===== src/rtl/pipe_pkg.sv =====
`default_nettype none
// ============================================================================
// Module      : pipe_pkg
// Description : Shared types and constants for the pipeline-boundary register.
//               - pipe_state_e : occupancy of the two-slot stage
//               - *_DEF        : default payload / control / counter widths
//               - c_nop_bit    : replicated to form the all-zero NOP control
// Revision    : 1.0 - initial release
// ============================================================================
package pipe_pkg;

   localparam int DATA_W_DEF = 64;
   localparam int CTRL_W_DEF = 11;
   localparam int CNT_W_DEF  = 16;

   // Every control bit of a NOP is zero, whatever the control width.
   localparam logic c_nop_bit = 1'b0;

   typedef enum logic [1:0] {
      EMPTY = 2'd0,
      FULL  = 2'd1,
      SKID  = 2'd2
   } pipe_state_e;

endpackage : pipe_pkg
`default_nettype wire


===== src/rtl/pipe_slot.sv =====
`default_nettype none
// ============================================================================
// Module      : pipe_slot
// Description : One payload+valid holding register of the stage.
//               Clear has priority over load.
// Ports       : clk      - clock
//               rst_n    - asynchronous active-low reset (clears the slot)
//               i_load   - capture i_valid / i_data
//               i_clear  - empty the slot (valid=0, data=0)
//               i_valid  - valid bit to capture
//               i_data   - payload to capture
//               o_valid  - held valid bit
//               o_data   - held payload
// Revision    : 1.0 - initial release
// ============================================================================
module pipe_slot
   import pipe_pkg::*;
#(
   parameter int W = 8
) (
   input  logic         clk,
   input  logic         rst_n,
   input  logic         i_load,
   input  logic         i_clear,
   input  logic         i_valid,
   input  logic [W-1:0] i_data,
   output logic         o_valid,
   output logic [W-1:0] o_data
);

   logic         r_valid;
   logic [W-1:0] r_data;

   always_ff @(posedge clk or negedge rst_n) begin
      if (!rst_n) begin
         r_valid <= 1'b0;
         r_data  <= '0;
      end else if (i_clear) begin
         r_valid <= 1'b0;
         r_data  <= '0;
      end else if (i_load) begin
         r_valid <= i_valid;
         r_data  <= i_data;
      end
   end

   assign o_valid = r_valid;
   assign o_data  = r_data;

endmodule : pipe_slot
`default_nettype wire


===== src/rtl/pipe_stage_reg.sv =====
`default_nettype none
// ============================================================================
// Module      : pipe_stage_reg
// Description : Pipeline-boundary register with valid/ready handshake, a
//               2-entry skid buffer (so o_in_ready never depends on
//               i_out_ready combinationally), hazard bubble insertion,
//               synchronous flush and a saturating bubble counter.
// Ports       : clk          - clock
//               rst_n        - asynchronous active-low reset
//               i_flush      - squash all held entries (highest priority)
//               i_bubble     - insert a NOP entry and hold upstream
//               i_in_valid   - upstream entry present
//               o_in_ready   - stage accepts the upstream entry this cycle
//               i_in_data    - upstream payload
//               i_in_ctrl    - upstream control field
//               o_out_valid  - entry presented downstream
//               i_out_ready  - downstream accepts (low = stall)
//               o_out_data   - presented payload
//               o_out_ctrl   - presented control field
//               o_bubble_cnt - bubbles inserted since reset, saturating
// Revision    : 1.0 - initial release
// ============================================================================
module pipe_stage_reg
   import pipe_pkg::*;
#(
   parameter int DATA_W = DATA_W_DEF,
   parameter int CTRL_W = CTRL_W_DEF,
   parameter int CNT_W  = CNT_W_DEF
) (
   input  logic              clk,
   input  logic              rst_n,
   input  logic              i_flush,
   input  logic              i_bubble,
   input  logic              i_in_valid,
   output logic              o_in_ready,
   input  logic [DATA_W-1:0] i_in_data,
   input  logic [CTRL_W-1:0] i_in_ctrl,
   output logic              o_out_valid,
   input  logic              i_out_ready,
   output logic [DATA_W-1:0] o_out_data,
   output logic [CTRL_W-1:0] o_out_ctrl,
   output logic [CNT_W-1:0]  o_bubble_cnt
);

   // Slot payload is {ctrl, data}.
   localparam int c_pay_w = DATA_W + CTRL_W;

   pipe_state_e          r_state;
   pipe_state_e          w_state_nxt;
   logic [CNT_W-1:0]     r_bubble_cnt;

   logic                 w_push;
   logic                 w_bpush;
   logic                 w_ld;
   logic                 w_pop;
   logic [c_pay_w-1:0]   w_ld_payload;

   logic                 w_main_load;
   logic                 w_main_clear;
   logic                 w_main_from_skid;
   logic                 w_main_valid_in;
   logic [c_pay_w-1:0]   w_main_data_in;
   logic                 w_main_valid;
   logic [c_pay_w-1:0]   w_main_data;

   logic                 w_skid_load;
   logic                 w_skid_clear;
   logic                 w_skid_valid;
   logic [c_pay_w-1:0]   w_skid_data;

   // ------------------------------------------------------------------
   // Handshake terms. in_ready depends only on local state and hazard
   // inputs, never on i_out_ready.
   // ------------------------------------------------------------------
   assign o_in_ready = (r_state != SKID) && !i_flush && !i_bubble;
   assign w_push     = i_in_valid && o_in_ready;
   assign w_bpush    = i_bubble && (r_state != SKID) && !i_flush;
   assign w_ld       = w_push || w_bpush;
   assign w_pop      = o_out_valid && i_out_ready;

   // A bubble is a valid entry whose control and data are all zero.
   assign w_ld_payload = w_bpush ? {{CTRL_W{c_nop_bit}}, {DATA_W{1'b0}}}
                                 : {i_in_ctrl, i_in_data};

   // ------------------------------------------------------------------
   // State register
   // ------------------------------------------------------------------
   always_ff @(posedge clk or negedge rst_n) begin
      if (!rst_n) begin
         r_state <= EMPTY;
      end else begin
         r_state <= w_state_nxt;
      end
   end

   // ------------------------------------------------------------------
   // Next state and slot control
   // ------------------------------------------------------------------
   always_comb begin
      w_state_nxt      = r_state;
      w_main_load      = 1'b0;
      w_main_clear     = 1'b0;
      w_main_from_skid = 1'b0;
      w_skid_load      = 1'b0;
      w_skid_clear     = 1'b0;

      if (i_flush) begin
         w_state_nxt  = EMPTY;
         w_main_clear = 1'b1;
         w_skid_clear = 1'b1;
      end else begin
         case (r_state)
            EMPTY: begin
               if (w_ld) begin
                  w_main_load = 1'b1;
                  w_state_nxt = FULL;
               end
            end
            FULL: begin
               if (w_ld && w_pop) begin
                  w_main_load = 1'b1;
               end else if (w_ld) begin
                  // Downstream stalled: park the new entry behind main.
                  w_skid_load = 1'b1;
                  w_state_nxt = SKID;
               end else if (w_pop) begin
                  w_main_clear = 1'b1;
                  w_state_nxt  = EMPTY;
               end
            end
            SKID: begin
               if (w_pop) begin
                  w_main_load      = 1'b1;
                  w_main_from_skid = 1'b1;
                  w_skid_clear     = 1'b1;
                  w_state_nxt      = FULL;
               end
            end
            default: begin
               w_state_nxt  = EMPTY;
               w_main_clear = 1'b1;
               w_skid_clear = 1'b1;
            end
         endcase
      end
   end

   assign w_main_valid_in = w_main_from_skid ? w_skid_valid : 1'b1;
   assign w_main_data_in  = w_main_from_skid ? w_skid_data  : w_ld_payload;

   pipe_slot #(
      .W (c_pay_w)
   ) u_main (
      .clk     (clk),
      .rst_n   (rst_n),
      .i_load  (w_main_load),
      .i_clear (w_main_clear),
      .i_valid (w_main_valid_in),
      .i_data  (w_main_data_in),
      .o_valid (w_main_valid),
      .o_data  (w_main_data)
   );

   pipe_slot #(
      .W (c_pay_w)
   ) u_skid (
      .clk     (clk),
      .rst_n   (rst_n),
      .i_load  (w_skid_load),
      .i_clear (w_skid_clear),
      .i_valid (1'b1),
      .i_data  (w_ld_payload),
      .o_valid (w_skid_valid),
      .o_data  (w_skid_data)
   );

   // The main slot's valid bit is set exactly when the stage leaves EMPTY
   // and cleared exactly when it returns there, so it doubles as out_valid.
   assign o_out_valid = w_main_valid;
   assign o_out_data  = w_main_data[DATA_W-1:0];
   assign o_out_ctrl  = w_main_data[c_pay_w-1:DATA_W];

   // ------------------------------------------------------------------
   // Bubble statistics: saturating, untouched by flush.
   // ------------------------------------------------------------------
   always_ff @(posedge clk or negedge rst_n) begin
      if (!rst_n) begin
         r_bubble_cnt <= '0;
      end else if (w_bpush && !(&r_bubble_cnt)) begin
         r_bubble_cnt <= r_bubble_cnt + {{(CNT_W-1){1'b0}}, 1'b1};
      end
   end

   assign o_bubble_cnt = r_bubble_cnt;

endmodule : pipe_stage_reg
`default_nettype wire


===== config.mk =====
export PLATFORM = sky130hd
export DESIGN_NAME = pipe_stage_reg
export DESIGN_NICKNAME = d
export VERILOG_FILES = /design/src/rtl/pipe_pkg.sv /design/src/rtl/pipe_slot.sv /design/src/rtl/pipe_stage_reg.sv
export SDC_FILE = /design/constraint.sdc
export NUM_CORES = 1
export LEC_CHECK = 0
export CAP_MARGIN = 20
export CORE_MARGIN = 2
export CORE_UTILIZATION = 50
export DETAILED_ROUTE_END_ITERATION = 10
export GPL_ROUTABILITY_DRIVEN = 0
export PLACE_DENSITY = 0.92
export SLEW_MARGIN = 20
export SYNTH_ARGS = -nofsm -noshare
export SYNTH_HDL_FRONTEND = slang
export SYNTH_SLANG_ARGS = --single-unit

===== constraint.sdc =====
create_clock -name clk -period 2.1 [get_ports clk]
set_input_delay 0.63 -clock clk [delete_from_list [all_inputs] [get_ports clk]]
set_output_delay 0.63 -clock clk [all_outputs]
set_load 0.01 [all_outputs]

* Word-level counts from Yosys, hierarchy flattened
Index checks and enable logic that the tools add are counted.
** Word-level totals
- Flip-flop bits (word level) :: 170
** Cells by class
- Add/sub/neg operators :: 1
- Eq/ne operators :: 7
- Mux-type cells :: 34
- Reductions and logical operators :: 19
** Operators with widths (number)
- 75-bit two-way mux :: 6
- 1-bit two-way mux :: 18
- 16-bit by 1-bit adder with 16-bit output (second input constant) :: 1
- 16-bit AND reduction :: 1
- 2-bit two-way mux :: 6
- 3-bit != test (second input constant) :: 3
- 1-bit logical AND :: 8
- 2-bit case mux with 3 select lines :: 1
- 4-bit != test (second input constant) :: 1
- 1-bit case mux with 2 select lines :: 2
- 4-bit AND reduction :: 1
- 2-bit nonzero test :: 2
- 2-bit OR reduction :: 2
- 1-bit logical NOT :: 3
- 1-bit case mux with 3 select lines :: 1
- 2-bit by 1-bit == test with 1-bit output (second input constant) :: 1
- 2-bit == test (second input constant) :: 1
- 2-bit logical NOT :: 1
- 2-bit != test (second input constant) :: 1
- 1-bit logical OR :: 1

* Longest topological paths before layout
Gate-level depths: netlist (run 1).
- Depth after elaboration :: 11
- Gate-level depth with buffers :: 9
- Mapped depth without buffers :: 6

* Hierarchy
Synthesis (run 1) repeated with hierarchy kept, for this count alone.
** Unflattened totals
- Cells, all modules :: 757
- Area total of the unflattened synthesis :: 8772.2 um^2
** By module, submodules not included
- pipe_slot :: instances 2, cells each 245, area an instance 3109.2 um^2, seq. area each 1901.8 um^2
- pipe_stage_reg :: instances 1, cells each 267, area an instance 2553.7 um^2, seq. area each 450.4 um^2

* Worst setup path after synthesis (run 1)
No wires, ideal clock.
- Path type :: input to register
- Start point :: input port i_flush
- End point :: register r_bubble_cnt[15] (netlist: o_bubble_cnt[15])
- Arrival time :: 1.804 ns
- Required time :: 1.975 ns
- Setup slack :: 0.171 ns
- Stages on the path :: 6
- Buffers on the path :: 1
- Cells stage by stage :: buf_4 -> nand2b_4 -> nor3_4 -> nand3_2 -> or4_1 -> xnor2_1
** Between the ends
- Cells in the longest elaborated chain, start to end :: 3
** Ends and longest elaborated chain
- start: declaration :: line pipe_stage_reg.sv:32 : input logic i_flush,
- 1-bit logical NOT :: line pipe_stage_reg.sv:77 : assign w_bpush = i_bubble && (r_state != SKID) && !i_flush;
- 1-bit logical AND :: line pipe_stage_reg.sv:77
- 1-bit logical AND :: line pipe_stage_reg.sv:189 : end else if (w_bpush && !(&r_bubble_cnt)) begin
- end signal: assignment :: line pipe_stage_reg.sv:190 : r_bubble_cnt <= r_bubble_cnt + {{(CNT_W-1){1'b0}}, 1'b1};
- end: declaration :: line pipe_stage_reg.sv:50 : logic [CNT_W-1:0] r_bubble_cnt;
Every way passes these cells.
A chain may end at the register's enable or synchronous reset.

* Final worst setup path (run 1)
- Start point :: register r_bubble_cnt[2] (netlist: o_bubble_cnt[2])
- End point :: output port o_bubble_cnt[2]
** RTL lines
- end: declaration :: line pipe_stage_reg.sv:42 : output logic [CNT_W-1:0] o_bubble_cnt
No word-level cell between the ends.

==> out/qor.csv, run 1 <==
stage,metric,value,unit
status,status,"finished, final reports clean",
layout,Final Non-Filler Cells,1067,
timing,RSZ-0062 raised after global routing,yes,
global_route,total global-route track usage,25.2,%
global_route,GRT overflow,0,
setup_path,"Critical Path, Cell by Cell",clkdlybuf4s50_1,
detailed_routing,Via density,6.03,
timing,setup_tns,0,ps
detailed_routing,DRC Markers,0,
setup_path,WP data required,1470,ps
floorplanning,I/O Pins,174,
setup_path,worst-path fanout max,6,
detailed_routing,Detailed Route WL,19500,um
synthesis,Mapped Avg Cell Area,10.8,um^2
clocking,CTS tree,done,
synthesis,Syn Std Cell Area,0.00755,mm^2
clocking,CTS root buf,clkbuf_16,
clocking,CTS Buf Count,17,
floorplanning,Die H,127,um
setup_path,CP top delay family,buffers and inverters,
clocking,Post-CTS Setup Bufs,0,
layout,Layout area overhead,36.8,%
run,max cap viols,0,
clocking,CTS Sinks,170,
layout,share of cells above drive strength 1,11.0,%
global_route,vias in the first global route,6361,
synthesis,register area share after synthesis,56.4,%
timing,Hold WS,132,ps
floorplanning,Core Footprint,0.0146,mm^2
synthesis,Yosys warnings,0,
setup_path,crit end category,primary output,
timing,Final Cycle Share,98.1,%
hold_path,worst hold path class,input pin to asynchronous set/reset pin,
synthesis,Mapped Nets,780,
placement,post-DP HPWL,12900,um
floorplanning,FP Rows,44,
timing,final hold vios,0,
clocking,"Clk Latency, worst-skew pair",430,ps
detailed_routing,Iter 0 DRT Violations,543,
clocking,clock slew at the register clock pins of the worst setup and hold paths,60,ps
placement,PortBufs,173,
global_route,initial antenna violation count,0,
timing,Max-slew headroom,68.7,%
setup_path,Setup Crit Path Kind,register to primary output,
power,total power,8.70,mW
detailed_routing,Via Count,6435,
floorplanning,die width,127,um
power,P_leak,4.56,nW
synthesis,Yosys reg bits,170,
layout,ANT cells,0,
clocking,CTS Buffer Depth,2,
power,Power Density,843,mW/mm^2
synthesis,"Distinct cells, synth",42,
floorplanning,Initial Util,51.5,%
detailed_routing,Avg WL per Cell,18.3,um
setup_path,CP max stage delay,570,ps
setup_path,Crit-path slowest cell,clkdlybuf4s50_1,
clocking,H-tree depth,4,
setup_path,startpoint types,register,
timing,Clock Skews,9.35,ps
placement,Placed Cells incl. Taps,1035,
layout,Final nets,952,
detailed_routing,Final ANT Viol Nets,0,
global_route,first-pass GRT wire length,32500,um
timing,Max Freq,0.485,GHz
setup_path,Buffers & Inverters on Critical Path,1,
power,Peak supply drop,0.557,mV
timing,Final min period,2060,ps
setup_path,Worst Path Arrival,1430,ps
layout,post-layout util,70.5,%
timing,actual slew at the worst max-slew pin,470,ps
timing,final setup fails,0,
global_route,largest net degree at the start of global routing,51,
detailed_routing,DR pass1 iterations,5,
timing,Max Slew Vio Count,0,
floorplanning,die area,0.0161,mm^2
synthesis,Cells after Synth,698,
==> per-stage QoR <==
stage                     instance area (um^2)  worst slack, ps
after global routing                     10300            -39.9
after detailed placement                  9760             -373
after CTS                                10300             13.1
final                                    10300             39.2
after global placement                    9760             -336
after floorplan                           7550              171
==> synthesized netlist by cell type <==
cell type    n  share of area (%)
dfrtp_1    170                 56
nand3_1      4               0.27
o21ai_0     75                5.0
or2_1        1              0.083
a22o_1      76                8.8
buf_2       31                2.1
a21oi_1      3               0.20
clkbuf_2     1              0.066
buf_6        6               0.90
and4_1       2               0.23
o32a_1       1               0.13
nor2_2       1              0.083
a21oi_2      1               0.12
inv_1        2               0.10
a31oi_1      1              0.083
nand4_1      5               0.41
o21a_1       1               0.10
clkbuf_1    25                1.2
mux2_2       2               0.30
nor3_1       2               0.13
a221oi_1     1               0.12
and2_4       1               0.12
and3_1       2               0.17
nand2_2      1              0.083
o22a_1       1               0.12
ha_1         1               0.17
nor3_4       2               0.43
buf_4        4               0.40
nand2b_4     2               0.36
nor2b_4      1               0.18
xor2_1       8               0.93
xnor2_1      6               0.70
o21bai_1     1               0.10
a32o_1      75                9.9
and2_1       2               0.17
nand2b_1     2               0.17
or4_1        1               0.10
nor3b_2      1               0.17
nor2_1      16               0.80
nand3_2      1               0.13
nand2_1    158                7.9
or4_4        1               0.15
==> power by group <==
group | total [mW] | internal, mW | switching, mW
Sequential | 3.84 | 3.59 | 0.246
Clock | 2.97 | 1.69 | 1.28
Combinational | 1.89 | 0.982 | 0.905
Total | 8.70 | 6.26 | 2.43
==> layer usage <==
metal  vias up  GRT usage, %  wire length (um)
met1      3238          32.1              8020
li1       2906             -                 -
met5         -             0                 0
met4         0          8.92               411
met3        37          5.74              1250
met2       254          42.5              9840
==> flip-flops by register name (all words and copies together) (netlist names) <==
signal and count:
u_main.o_valid 1, u_main.o_data 75, r_state 2, u_skid.o_valid 1, u_skid.o_data 75, o_bubble_cnt 16
==> logic make-up after synthesis <==
family          count (synthesis)  share of synthesized area [%]
xor+xnor                       14                           1.62
compound gates                236                           24.7
flops                         170                           56.4
simple gates                  206                           12.1
fa+ha+maj                       1                          0.166
mux                             2                          0.298
buf+inv                        69                           4.76
==> path summary, 6_finish.rpt <==
check | start | cells past startpoint | end | slack [ps]
max | o_bubble_cnt[2]$_DFFE_PN0P_ | 1 | o_bubble_cnt[2] | 40
min | rst_n | 1 | u_main.o_data[62]$_DFFE_PN0P_ | 130
max reg2reg | o_bubble_cnt[1]$_DFFE_PN0P_ | 6 | o_bubble_cnt[10]$_DFFE_PN0P_ | 190
min reg2reg | u_skid.o_data[24]$_DFFE_PN0P_ | 1 | u_skid.o_data[24]$_DFFE_PN0P_ | 490
max in group asynchronous | rst_n | 2 | u_skid.o_data[19]$_DFFE_PN0P_ | 1350
min in group clk | u_skid.o_data[24]$_DFFE_PN0P_ | 1 | u_skid.o_data[24]$_DFFE_PN0P_ | 490
==> area by class of cell <==
type,count,area [um^2]
Sequential cell,170,4260
Tap cell,184,230
Clock buffer,21,460
Fill cell,1026,4320
Multi-Input combinational cell,459,2970
Timing Repair Buffer,220,2300
Inverter,2,7.51
Clock inverter,11,97.6
==> cell usage in the layout (no fill, tap or decap), types with 2 or more instances in the layout <==
cell / count
buf_12: 17
clkbuf_1: 2
buf_4: 29
o21ai_1: 2
a22o_1: 76
nor3_1: 2
nand4_1: 5
nand2b_4: 3
nand2_1: 158
clkinvlp_4: 4
and2_1: 2
clkdlybuf4s50_1: 170
a32o_1: 75
inv_1: 2
nor3_4: 2
xor2_1: 8
dfrtp_1: 169
xnor2_1: 6
o21ai_0: 73
buf_6: 2
and4_1: 2
clkbuf_16: 17
a21oi_1: 3
and3_1: 2
nor2_1: 14
clkbuf_8: 2
clkinv_2: 4
nor2_4: 2
mux2_2: 2
clkinv_4: 2
nand3_1: 4
==> timing repair <==
| item | in CTS | in global routing |
|---|---|---|
| resized for setup | 5 | 5 |
| setup endpoints to repair | 2 | 12 |
| hold buffers | 0 | 0 |
No activity file was read; power rests on OpenSTA's default activity.
==> run 2: changes to the inputs <==
--- a/config.mk
+++ b/config.mk
@@ -5,11 +5,11 @@
 export SDC_FILE = /design/constraint.sdc
 export NUM_CORES = 1
 export LEC_CHECK = 0
-export CAP_MARGIN = 20
 export CORE_MARGIN = 2
 export CORE_UTILIZATION = 50
 export DETAILED_ROUTE_END_ITERATION = 10
 export GPL_ROUTABILITY_DRIVEN = 0
+export HOLD_SLACK_MARGIN = 0.06
 export PLACE_DENSITY = 0.92
 export SLEW_MARGIN = 20
 export SYNTH_ARGS = -nofsm -noshare
==> results of run 2 <==
No change in the layout: final DEF, timing and power equal those of run 1.
